**config.mk**
```make
export PLATFORM = sky130hd
export DESIGN_NAME = rate_mult_decoder
export DESIGN_NICKNAME = d
export VERILOG_FILES = /design/src/rtl/rate_mult_pkg.sv /design/src/rtl/rmd_window_counter.sv /design/src/rtl/rate_mult_decoder.sv
export SDC_FILE = /design/constraint.sdc
export NUM_CORES = 1
export LEC_CHECK = 0
export ABC_AREA = 1
export CAP_MARGIN = 5
export CELL_PAD_IN_SITES_DETAIL_PLACEMENT = 1
export CELL_PAD_IN_SITES_GLOBAL_PLACEMENT = 1
export CORE_MARGIN = 3
export CORE_UTILIZATION = 42
export DETAILED_ROUTE_END_ITERATION = 6
export GPL_ROUTABILITY_DRIVEN = 0
export HOLD_SLACK_MARGIN = 0.03
export PLACE_DENSITY_LB_ADDON = 0.1
export RECOVER_POWER = 25
export SLEW_MARGIN = 15
export SYNTH_ARGS = -nofsm -noshare
export SYNTH_HDL_FRONTEND = slang
export SYNTH_HIERARCHICAL = 1
export SYNTH_SLANG_ARGS = --single-unit
```
**constraint.sdc**
```tcl
create_clock -name i_clk -period 2.65 [get_ports i_clk]
set_clock_uncertainty 0.15 [all_clocks]
set_input_delay 0.3975 -clock i_clk [delete_from_list [all_inputs] [get_ports i_clk]]
set_output_delay 0.3975 -clock i_clk [all_outputs]
set_load 0.02 [all_outputs]
```
**src/rtl/rate_mult_pkg.sv**
```systemverilog
// Shared types and helpers for the rate-multiplier decoder.
package rate_mult_pkg;

    localparam int RMD_DEFAULT_WIDTH = 16;

    typedef enum logic {
        IDLE    = 1'b0,
        MEASURE = 1'b1
    } rmd_state_t;

    // Window length in enable strobes for a generator of 'width' stages.
    function automatic longint unsigned rmd_window_len(input int unsigned width);
        return 64'd1 << width;
    endfunction

endpackage

```
**src/rtl/rmd_window_counter.sv**
```systemverilog
// WIDTH-bit enable-qualified window counter with terminal-count flag.
module rmd_window_counter
    import rate_mult_pkg::*;
#(
    parameter int WIDTH = RMD_DEFAULT_WIDTH
) (
    input  logic i_clk,
    input  logic i_rst_n,
    input  logic i_clr,
    input  logic i_en,
    output logic o_tc
);

    localparam longint unsigned LAST = rmd_window_len(WIDTH) - 64'd1;
    localparam logic [WIDTH-1:0] TC_VAL = LAST[WIDTH-1:0];

    logic [WIDTH-1:0] r_cnt;

    // Wraps naturally at the terminal count, so back-to-back windows need no clear.
    always_ff @(posedge i_clk or negedge i_rst_n) begin
        if (!i_rst_n) begin
            r_cnt <= '0;
        end else if (i_clr) begin
            r_cnt <= '0;
        end else if (i_en) begin
            r_cnt <= r_cnt + 1'b1;
        end
    end

    assign o_tc = (r_cnt == TC_VAL);

endmodule

```
**src/rtl/rate_mult_decoder.sv**
```systemverilog
// Recovers the rate word of a binary rate multiplier by counting pulses over 2^WIDTH strobes.
// Optional LOCK output enabled by defining RATE_MULT_DECODER_LOCK_EN.
module rate_mult_decoder
    import rate_mult_pkg::*;
#(
    parameter int WIDTH      = RMD_DEFAULT_WIDTH,
    parameter bit OVR_STICKY = 1'b1
) (
    input  logic           i_clk,
    input  logic           i_rst_n,
    input  logic           i_en,
    input  logic           i_pulse,
    input  logic           i_start,
    input  logic           i_cont,
    input  logic           i_ack,
    output logic [WIDTH:0] o_rate,
    output logic           o_valid,
    output logic           o_busy,
    output logic           o_ovr,
    output logic           o_lock
);

    rmd_state_t     r_state;
    rmd_state_t     w_next_state;
    logic           w_measure;
    logic           w_tc;
    logic           w_done;
    logic [WIDTH:0] w_result;
    logic [WIDTH:0] r_pcnt;
    logic [WIDTH:0] r_rate;
    logic           r_valid;
    logic           r_ovr;

    assign w_measure = (r_state == MEASURE);
    assign w_done    = w_measure & i_en & w_tc;
    assign w_result  = r_pcnt + {{WIDTH{1'b0}}, i_pulse};

    rmd_window_counter #(
        .WIDTH (WIDTH)
    ) u_window_counter (
        .i_clk   (i_clk),
        .i_rst_n (i_rst_n),
        .i_clr   (~w_measure),
        .i_en    (w_measure & i_en),
        .o_tc    (w_tc)
    );

    always_ff @(posedge i_clk or negedge i_rst_n) begin
        if (!i_rst_n) begin
            r_state <= IDLE;
        end else begin
            r_state <= w_next_state;
        end
    end

    // Completion takes priority over START, which is only honoured in IDLE.
    always_comb begin
        w_next_state = r_state;
        case (r_state)
            IDLE:    if (i_start) w_next_state = MEASURE;
            MEASURE: if (w_done && !i_cont) w_next_state = IDLE;
            default: w_next_state = IDLE;
        endcase
    end

    always_ff @(posedge i_clk or negedge i_rst_n) begin
        if (!i_rst_n) begin
            r_pcnt <= '0;
        end else if (!w_measure || w_done) begin
            r_pcnt <= '0;
        end else if (i_en && i_pulse) begin
            r_pcnt <= r_pcnt + 1'b1;
        end
    end

    // A fresh result always wins over ACK; OVR only flags an unacknowledged overwrite.
    always_ff @(posedge i_clk or negedge i_rst_n) begin
        if (!i_rst_n) begin
            r_rate  <= '0;
            r_valid <= 1'b0;
            r_ovr   <= 1'b0;
        end else begin
            if (w_done) begin
                r_rate  <= w_result;
                r_valid <= 1'b1;
            end else if (i_ack) begin
                r_valid <= 1'b0;
            end

            if (w_done && r_valid && !i_ack) begin
                r_ovr <= 1'b1;
            end else if (i_ack || !OVR_STICKY) begin
                r_ovr <= 1'b0;
            end
        end
    end

`ifdef RATE_MULT_DECODER_LOCK_EN
    logic [WIDTH:0] r_prev;
    logic           r_lock;

    // A result that also drops back to IDLE reports LOCK=0.
    always_ff @(posedge i_clk or negedge i_rst_n) begin
        if (!i_rst_n) begin
            r_prev <= '0;
            r_lock <= 1'b0;
        end else if (w_done) begin
            r_prev <= w_result;
            r_lock <= i_cont && (w_result == r_prev);
        end else if (!w_measure) begin
            r_lock <= 1'b0;
        end
    end

    assign o_lock = r_lock;
`else
    assign o_lock = 1'b0;
`endif

    assign o_rate  = r_rate;
    assign o_valid = r_valid;
    assign o_busy  = w_measure;
    assign o_ovr   = r_ovr;

endmodule

```
# [Word-level counts from Yosys, hierarchy flattened]
# Index checks and enable logic that the tools add are counted.
[word_totals] register_bits=53 out_inout_bits=21 elab_cells=35 in_bits=7
[op_classes] n_mux=10 n_reduce_logical=11 n_addsub=3 bitwise_logic=3 eq_ne=2
[op_table] operator="$mux 17" n=2
[op_table] operator="$mux 16" n=2
[op_table] operator="$add 17x1->17" n=1
[op_table] operator="$add 17x1->17 const B" n=1
[op_table] operator="$add 16x1->16 const B" n=1
[op_table] operator="$eq 16x16->1 const B" n=1
[op_table] operator="$reduce_bool 2->1" n=3
[op_table] operator="$mux 1" n=5
[op_table] operator="$logic_and 1x1->1" n=4
[op_table] operator="$logic_not 1->1" n=3
[op_table] operator="$and 1x1->1" n=2
[op_table] operator="$ne 2x1->1 const B" n=1
[op_table] operator="$pmux 1 s2" n=1
[op_table] operator="$logic_or 1x1->1" n=1
[op_table] operator="$not 1->1" n=1

# [Logic depth before layout (Yosys ltp)]
# Gate-level depths: netlist (run 1).
[depth] word_depth=5 depth_mapped=11 mapped_depth_nobuf=11

# [Hierarchy]
# Netlist (run 1), hierarchy kept.
[modules_own_cells] mod="rate_mult_decoder" area_per_inst_um2=2117.0 cells_each=278 instances=1 seq_area_each_um2=925.9
[modules_own_cells] mod="rmd_window_counter" area_per_inst_um2=892.1 cells_each=121 instances=1 seq_area_each_um2=400.4

# [Least setup slack after synthesis (run 1)]
# Ideal clock, no wire load.
[synth_timing] path_type="register to register" from="register u_window_counter.r_cnt[0]" to="register r_pcnt[1]" setup_ns=0.118 arrival_time_ns=1.662 period_less_slack_ns=1.929 path_buffers=1 slack_ns=0.721 required_time_ns=2.382 stages_incl_launch_ff=11 path_cell_list="dfrtp_1 ha_1 nand3_2 nor4_1 nand3_2 buf_6 nand2_4 inv_2 nand3_1 a21boi_1 inv_1"
[synth_between] elab_chain_cells=4 word_cells_on_any_way=5 cone_classes="eq/ne (1); mux (1); bitwise (1); reduce/logical (2)"
[synth_rtl] element="from (decl)" line="rmd_window_counter.sv:17" text="logic [WIDTH-1:0] r_cnt;"
[synth_rtl] element="from (signal assigned)" line="rmd_window_counter.sv:26" text="r_cnt <= r_cnt + 1'b1;"
[synth_rtl] element="$eq 16x16->1 (*)" line="rmd_window_counter.sv:30" text="assign o_tc = (r_cnt == TC_VAL);"
[synth_rtl] element="via w_tc" line="rate_mult_decoder.sv:26" text="logic w_tc;"
[synth_rtl] element="$and 1x1->1 (*)" line="rate_mult_decoder.sv:35" text="assign w_done = w_measure & i_en & w_tc;"
[synth_rtl] element="$logic_or 1x1->1 (*)" line="rate_mult_decoder.sv:69" text="end else if (!w_measure || w_done) begin"
[synth_rtl] element="$mux 17 or $reduce_bool 2->1 (tied branches)"
[synth_rtl] element="to (signal assigned)" line="rate_mult_decoder.sv:72" text="r_pcnt <= r_pcnt + 1'b1;"
[synth_rtl] element="to (decl)" line="rate_mult_decoder.sv:29" text="logic [WIDTH:0] r_pcnt;"
# Mark *: on every way through the listed nets, which the timed path passes. The rest lies on a longest branch.
# A chain may end at the register's enable or synchronous reset.

# [Worst setup path after layout (run 1)]
[layout_timing] from="register u_window_counter.r_cnt[0]" to="register r_pcnt[12]"
# The elaborated chain is that of the path after synthesis.

==> metrics.md, run 1 <==
| Metric | Value |
|---|---|
| Outcome | complete, no violations |
| Synth cell types | 34 |
| Total number of vias | 2610 |
| Max-slew headroom | 0.0897 |
| Drt pass-1 iters | 4 |
| First-pass GRT wire length | 13.1 mm |
| Worst-path cell chain | ha_1, nand3_2, nor4_1, nand3_2, nand3_2, buf_4, nand3_1, nand2_1, nand2_1, nor2_1 |
| Row count | 30 |
| Post-Synth Adder-Cell Area | 0.0166 |
| Syn avg cell area | 7.54 um^2 |
| Register area | ~0.0013 mm^2 |
| CTS Sinks | 53 |
| PwrDens | 572 mW/mm^2 |
| Antenna violations before repair | 0 |
| Final HPWL DP | 5.64 mm |
| Mapped Nets | 410 |
| Cell Area, Synth | 0.00301 mm^2 |
| PortBufs | 26 |
| Largest family of logic cells by synthesized area | simple AND/OR/NAND/NOR gates |
| FF-to-FF path depth | 10 |
| Sequential-to-total area share from yosys stat | 0.441 |
| Layout fillers | 881 |
| Count leader, synth | nand2_1 |
| Layout cell share with drive strength beyond 1 | 0.0845 |
| Gate Count Post-Synth | between 300 and 400 |
| Final setup TNS | 0 ns |
| Initial Util | 0.438 |
| Drt initial violations | 115 |
| Clk root buf | clkbuf_8 |
| Final hold vios | 0 |
| DRC viols | 0 |
| Main flop type after synthesis | dfrtp_1 |
| Total congestion overflow | 0 |
| Worst path required time | 2.74 ns |
| Xor and xnor area share after synthesis | 0.0291 |
| Post-synthesis simple-gate area fraction | 0.338 |
| Post-synthesis mux area share | 0 |
| Die area | 0.00822 mm^2 |
| Final min period | about 2.3 ns |
| Longest Clk Path Bufs | 2 |
| Vias per cell | approximately 5.0 |
| FFs w/ async S/R, synth | 1.00 |
| Fin nets | 436 |
| Post-synthesis compound-gate area fraction | 0.0778 |
| Reg2reg start | u_window_counter/r_cnt[0] |
| CTS tree | done |
| Max Cap Viol | 0 |
| Ports | 28 |
| Worst hold path class | primary input to asynchronous set/reset pin |
| Clk pin slew, worst setup/hold paths | 0.11 ns |
| Crit path DAT | ~2.4 ns |
| Critical Path End Type | register |
| Die height | 90.6 um |
| Post-DR wirelength/cell | 14.2 um |
| Leak pwr | between 1.5 and 2 nW |
| Post-CTS setup buffers | 0 |
| Post-route ant nets | 0 |
| Crit-path max FO | 10 |
| Fin crit share | 0.870 |
| Yosys top cell by area | dfrtp_1 |
| Startpoint Class | register |
| Cell mode on critical path | nand3_2 |
| Worst-Margin Slew | 1.37 ns |
| R2r setup slk | about 0.34 ns |
| CP top delay family | simple AND/OR/NAND/NOR gates |
| R2R Path End | r_pcnt[12] |
| Die W | 90.6 um |
| Area occupied by multi-input gates | 0.00139 mm^2 |
| Number of global-route vias before repair | 2751 |
| RSZ-0062 raised after global routing | no |
| Critical Path Max Stage Delay | 0.41 ns |
| Top cells by count, synth | 108 x nand2_1, 53 x dfrtp_1, 50 x inv_1 |
| CTS Hold Bufs | 0 |
| Buf/Inv on CP | 1 |
| Max frequency | around 430 MHz |
| Slew Limit Fails | 0 |
| Yosys warns | 6 |
| Post-synth EDFFs | 0 |
| # setup viols final | 0 |
| Dominant cells by area after synthesis | dfrtp_1 44%, nand2_1 13%, inv_1 6.2%, nor2_1 5.9%, nand3_1 5.0% |
| Final Core Density | 0.501 |
| WS Path Type | register to register |
| Yosys top cell area share | 0.441 |
| Worst-Skew Late Latency | 0.31 ns |
| # diodes | 0 |
| Peak supply drop | roughly 460 uV |
| Largest net degree at the start of global routing | 54 |
| GRT Util Overall | 0.195 |
| Cts bufs inserted | 5 |
| CTS H-tree lvls | 2 |
| Slowest CP cell | dfrtp_1 |
| Area grow syn2layout | 14.3% |
| Post-Route WL | 7.44 mm |
| Core area | 0.00687 mm^2 |
| Resize count post-CTS | 0 |
| FF+latch count, synth | 53 |
flip-flops by register name, indices dropped and copies added, names as in the netlist:
| signal | count |
|---|---|
| o_valid | 1 |
| o_rate | 17 |
| u_window_counter/r_cnt | 16 |
| o_ovr | 1 |
| o_busy | 1 |
| r_pcnt | 17 |
cells in the final DEF (no fill, tap or decap), drive strengths merged, types with 3 or more instances in the layout:
cell type,count
buf,5
xor2,7
nand2,113
ha,4
clkbuf,8
inv,52
dfrtp,53
nor3,5
o21ai,24
clkdlybuf4s50,25
nor2,58
nor3b,3
nand3,33
nand4,9
xnor2,3
a21oi,16
routing by layer:
metal / wire, um / GRT usage
met1: 3760 / 0.275
met2: 3380 / 0.316
met3: 225 / 0.0292
met4: 71 / 0.0485
met5: 0 / 0
cell families after synthesis:
| family | Yosys count |
|---|---|
| simple gates | 223 |
| buf+inv | 64 |
| flops | 53 |
| compound gates | 44 |
| xor+xnor | 10 |
| fa+ha+maj | 4 |
| other cells | 1 |
metrics by stage:
step	hold slack, ns	instances	setup WS, ns	instance area [um^2]	power, W
2_1_floorplan	-0.0481	399	0.721	3010	0.00130
3_3_place_gp	0.312	514	0.336	3330	0.00138
3_5_place_dp	0.320	514	0.318	3330	0.00141
4_1_cts	0.0806	522	0.327	3440	0.00199
5_1_grt	0.367	522	0.0883	3440	0.00210
6_report	0.310	522	0.344	3440	0.00197
worst max-delay path by stage:
stage / start / end / slack (ns) / cells after the start
finish: u_window_counter/r_cnt[0] / r_pcnt[12] / 0.34 / 10
global route: u_window_counter/r_cnt[0] / r_pcnt[12] / 0.09 / 10
CTS: u_window_counter/r_cnt[0] / r_pcnt[12] / 0.33 / 10
detailed placement: i_pulse / o_rate[10] / 0.32 / 9
global placement: i_pulse / o_rate[10] / 0.34 / 9
floorplan: u_window_counter/r_cnt[0] / r_pcnt[1] / 0.72 / 10
cell type report:
class / instances / area share
multi-input cells: 282 / 0.405
well taps: 96 / 0.0349
inverters: 52 / 0.0567
repair buffers: 31 / 0.0844
clock inverters: 1 / 0.00873
flip-flops and latches: 53 / 0.386
clock buffers: 7 / 0.0251
where the power goes:
part           switching [W]  internal (W)
registers           0.000127      0.000901
logic               0.000225      0.000140
clock network       0.000267      0.000309
worst register-to-register path, delay by kind of cell, from the launching register on:
kind | cells | cell delay, ns
fa+ha+maj | 1 | 0.24
buf+inv | 1 | 0.19
flops | 1 | 0.41
simple gates | 8 | 1.25
(Power assumes the default switching activity.)
==> run 2: changes to the inputs <==
- MAX_ROUTING_LAYER: default -> met4
==> run 2 against run 1 <==
Against the previous run:
- via count about the same
- wire length about the same
- highest routed layer unchanged
- non-clock buffer count unchanged
- flip-flop and latch count unchanged
- critical endpoint unchanged
- cell area unchanged
- cell count unchanged
- die area unchanged
- total power increased by 0.11%
- sequential power about the same
- clock power about the same
==> metrics.md, run 2 (synthesis gave the netlist of run 1 again) <==
| Metric | Value |
|---|---|
| Area occupied by multi-input gates | 0.00139 mm^2 |
| Worst path required time | 2.74 ns |
| Vias per cell | 5.00 |
| Most frequent cells in the layout | 108 x nand2_1, 53 x dfrtp_1, 50 x inv_1, 47 x nor2_1, 30 x nand3_1 |
| Crit path DAT | 2.40 ns |
| RSZ-0062 raised after global routing | no |
| Clk root buf | clkbuf_8 |
| Tot Pwr | 0.00197 W |
| Fin nets | 436 |
| Total congestion overflow | 0 |
| Drt pass-1 iters | 4 |
| Drt initial violations | between 100 and 150 |
| Fin crit share | 0.872 |
| CTS tree | done |
| Worst Hold Slack | slightly above 0.3 ns |
| Slowest CP cell | dfrtp_1 |
| Critical Path End Type | register |
| Leak pwr | 1.70 nW |
| Max Cap Viol | 0 |
| Final HPWL DP | around 5.6 mm |
| Clk pin slew, worst setup/hold paths | 0.11 ns |
| DRC viols | 0 |
| Final std cells w/o fill | between 500 and 600 |
| Worst-Margin Slew | 1.37 ns |
| Die height | 90.6 um |
| Commonest non-fill, non-tap cell in the layout | nand2_1 |
| WS Path Type | register to register |
| Total number of vias | 2609 |
| Post-Route WL | between 7 and 8 mm |
| Row count | 30 |
| Worst-path cell chain | ha_1, nand3_2, nor4_1, nand3_2, nand3_2, buf_4, nand3_1, nand2_1, nand2_1, nor2_1 |
| Antenna violations before repair | 0 |
| Worst hold path class | primary input to asynchronous set/reset pin |
| Resize count post-CTS | 0 |
| Initial Util | 0.438 |
| Max-slew headroom | 0.0885 |
| Die W | 90.6 um |
| # setup viols final | 0 |
| Cell mode on critical path | nand3_2 |
| Number of global-route vias before repair | 2753 |
| Largest net degree at the start of global routing | 54 |
| First-pass GRT wire length | between 10 and 15 mm |
| Core area | 0.00687 mm^2 |
| Post-DR wirelength/cell | 14.2 um |
| Worst-Skew Late Latency | about 0.31 ns |
| CTS H-tree lvls | 2 |
| PwrDens | approximately 570 mW/mm^2 |
| PortBufs | 26 |
| Outcome | complete, no violations |
| Final setup TNS | 0 ns |
| Cell total after placement | a little over 500 |
| Crit-path max FO | 10 |
| Final worst slack | 0.340 ns |
| Post-CTS setup buffers | 0 |
| Pre-CTS WS | 0.318 ns |
| Final min period | around 2.3 ns |
| Critical Path Max Stage Delay | 0.41 ns |
| Final hold vios | 0 |
| Cts bufs inserted | 5 |
| Startpoint Class | register |
| Die area | between 0.008 and 0.009 mm^2 |
| CTS Hold Bufs | 0 |
| Ports | 28 |
| Area grow syn2layout | 14.3% |
| Slew Limit Fails | 0 |
| Max frequency | around 430 MHz |
| Longest Clk Path Bufs | 2 |
| GRT Util Overall | 0.201 |
| Peak supply drop | 464 uV |
| Post-route ant nets | 0 |
| # diodes | 0 |
| Layout cell share with drive strength beyond 1 | 0.0845 |
| Register area | between 0.001 and 0.0015 mm^2 |
| CTS Sinks | 53 |
| Layout fillers | between 800 and 900 |
## run 2: cell counts in the layout (fill, tap and decap cells not counted)
Identical to the previous run, type by type.
## run 2: critical path: cells and delay by family, from the launching register on
family | cells | cell delay [ns]
adders and majority gates | 1 | 0.24
buffers and inverters | 1 | 0.19
DFF | 1 | 0.41
and+or+nand+nor | 8 | 1.25
## run 2: routing by layer
metal | part of all wire | GRT usage | up-vias
met5 | 0 | - | -
met4 | 0.0095 | 0.0485 | 0
met3 | 0.033 | 0.0292 | 5
met2 | 0.46 | 0.316 | 40
met1 | 0.50 | 0.275 | 1260
li1 | - | - | 1304
## run 2: final timing paths
kind                                           start                        end  slack (ns)  cells past startpoint
max in group asynchronous                    i_rst_n                 r_pcnt[11]        1.20                      2
min in group i_clk                        o_rate[12]                 o_rate[12]        0.34                      2
setup reg to reg           u_window_counter/r_cnt[0]                 r_pcnt[12]        0.34                     10
hold / removal                               i_rst_n  u_window_counter/r_cnt[8]        0.31                      2
hold reg to reg                           o_rate[12]                 o_rate[12]        0.34                      2
setup / recovery           u_window_counter/r_cnt[0]                 r_pcnt[12]        0.34                     10
## run 2: power by group
part | switching (W) | leakage (nW) | internal [W] | total, W
logic | 0.000225 | 0.929 | 0.000140 | 0.000365
registers | 0.000127 | 0.712 | 0.000901 | 0.00103
clock network | 0.000269 | 0.0585 | 0.000309 | 0.000578
## run 2: cell type report
cell class	count	area share
clock buffers	7	0.0251
clock inverters	1	0.00873
inverters	52	0.0567
multi-input cells	282	0.405
flip-flops and latches	53	0.386
well taps	96	0.0349
repair buffers	31	0.0844
## run 2: through the flow
stage               utilization  area (um^2)
floorplan                     -         3010
global placement          0.484         3330
detailed placement        0.484         3330
CTS                       0.501         3440
global route              0.501         3440
finish                    0.501         3440
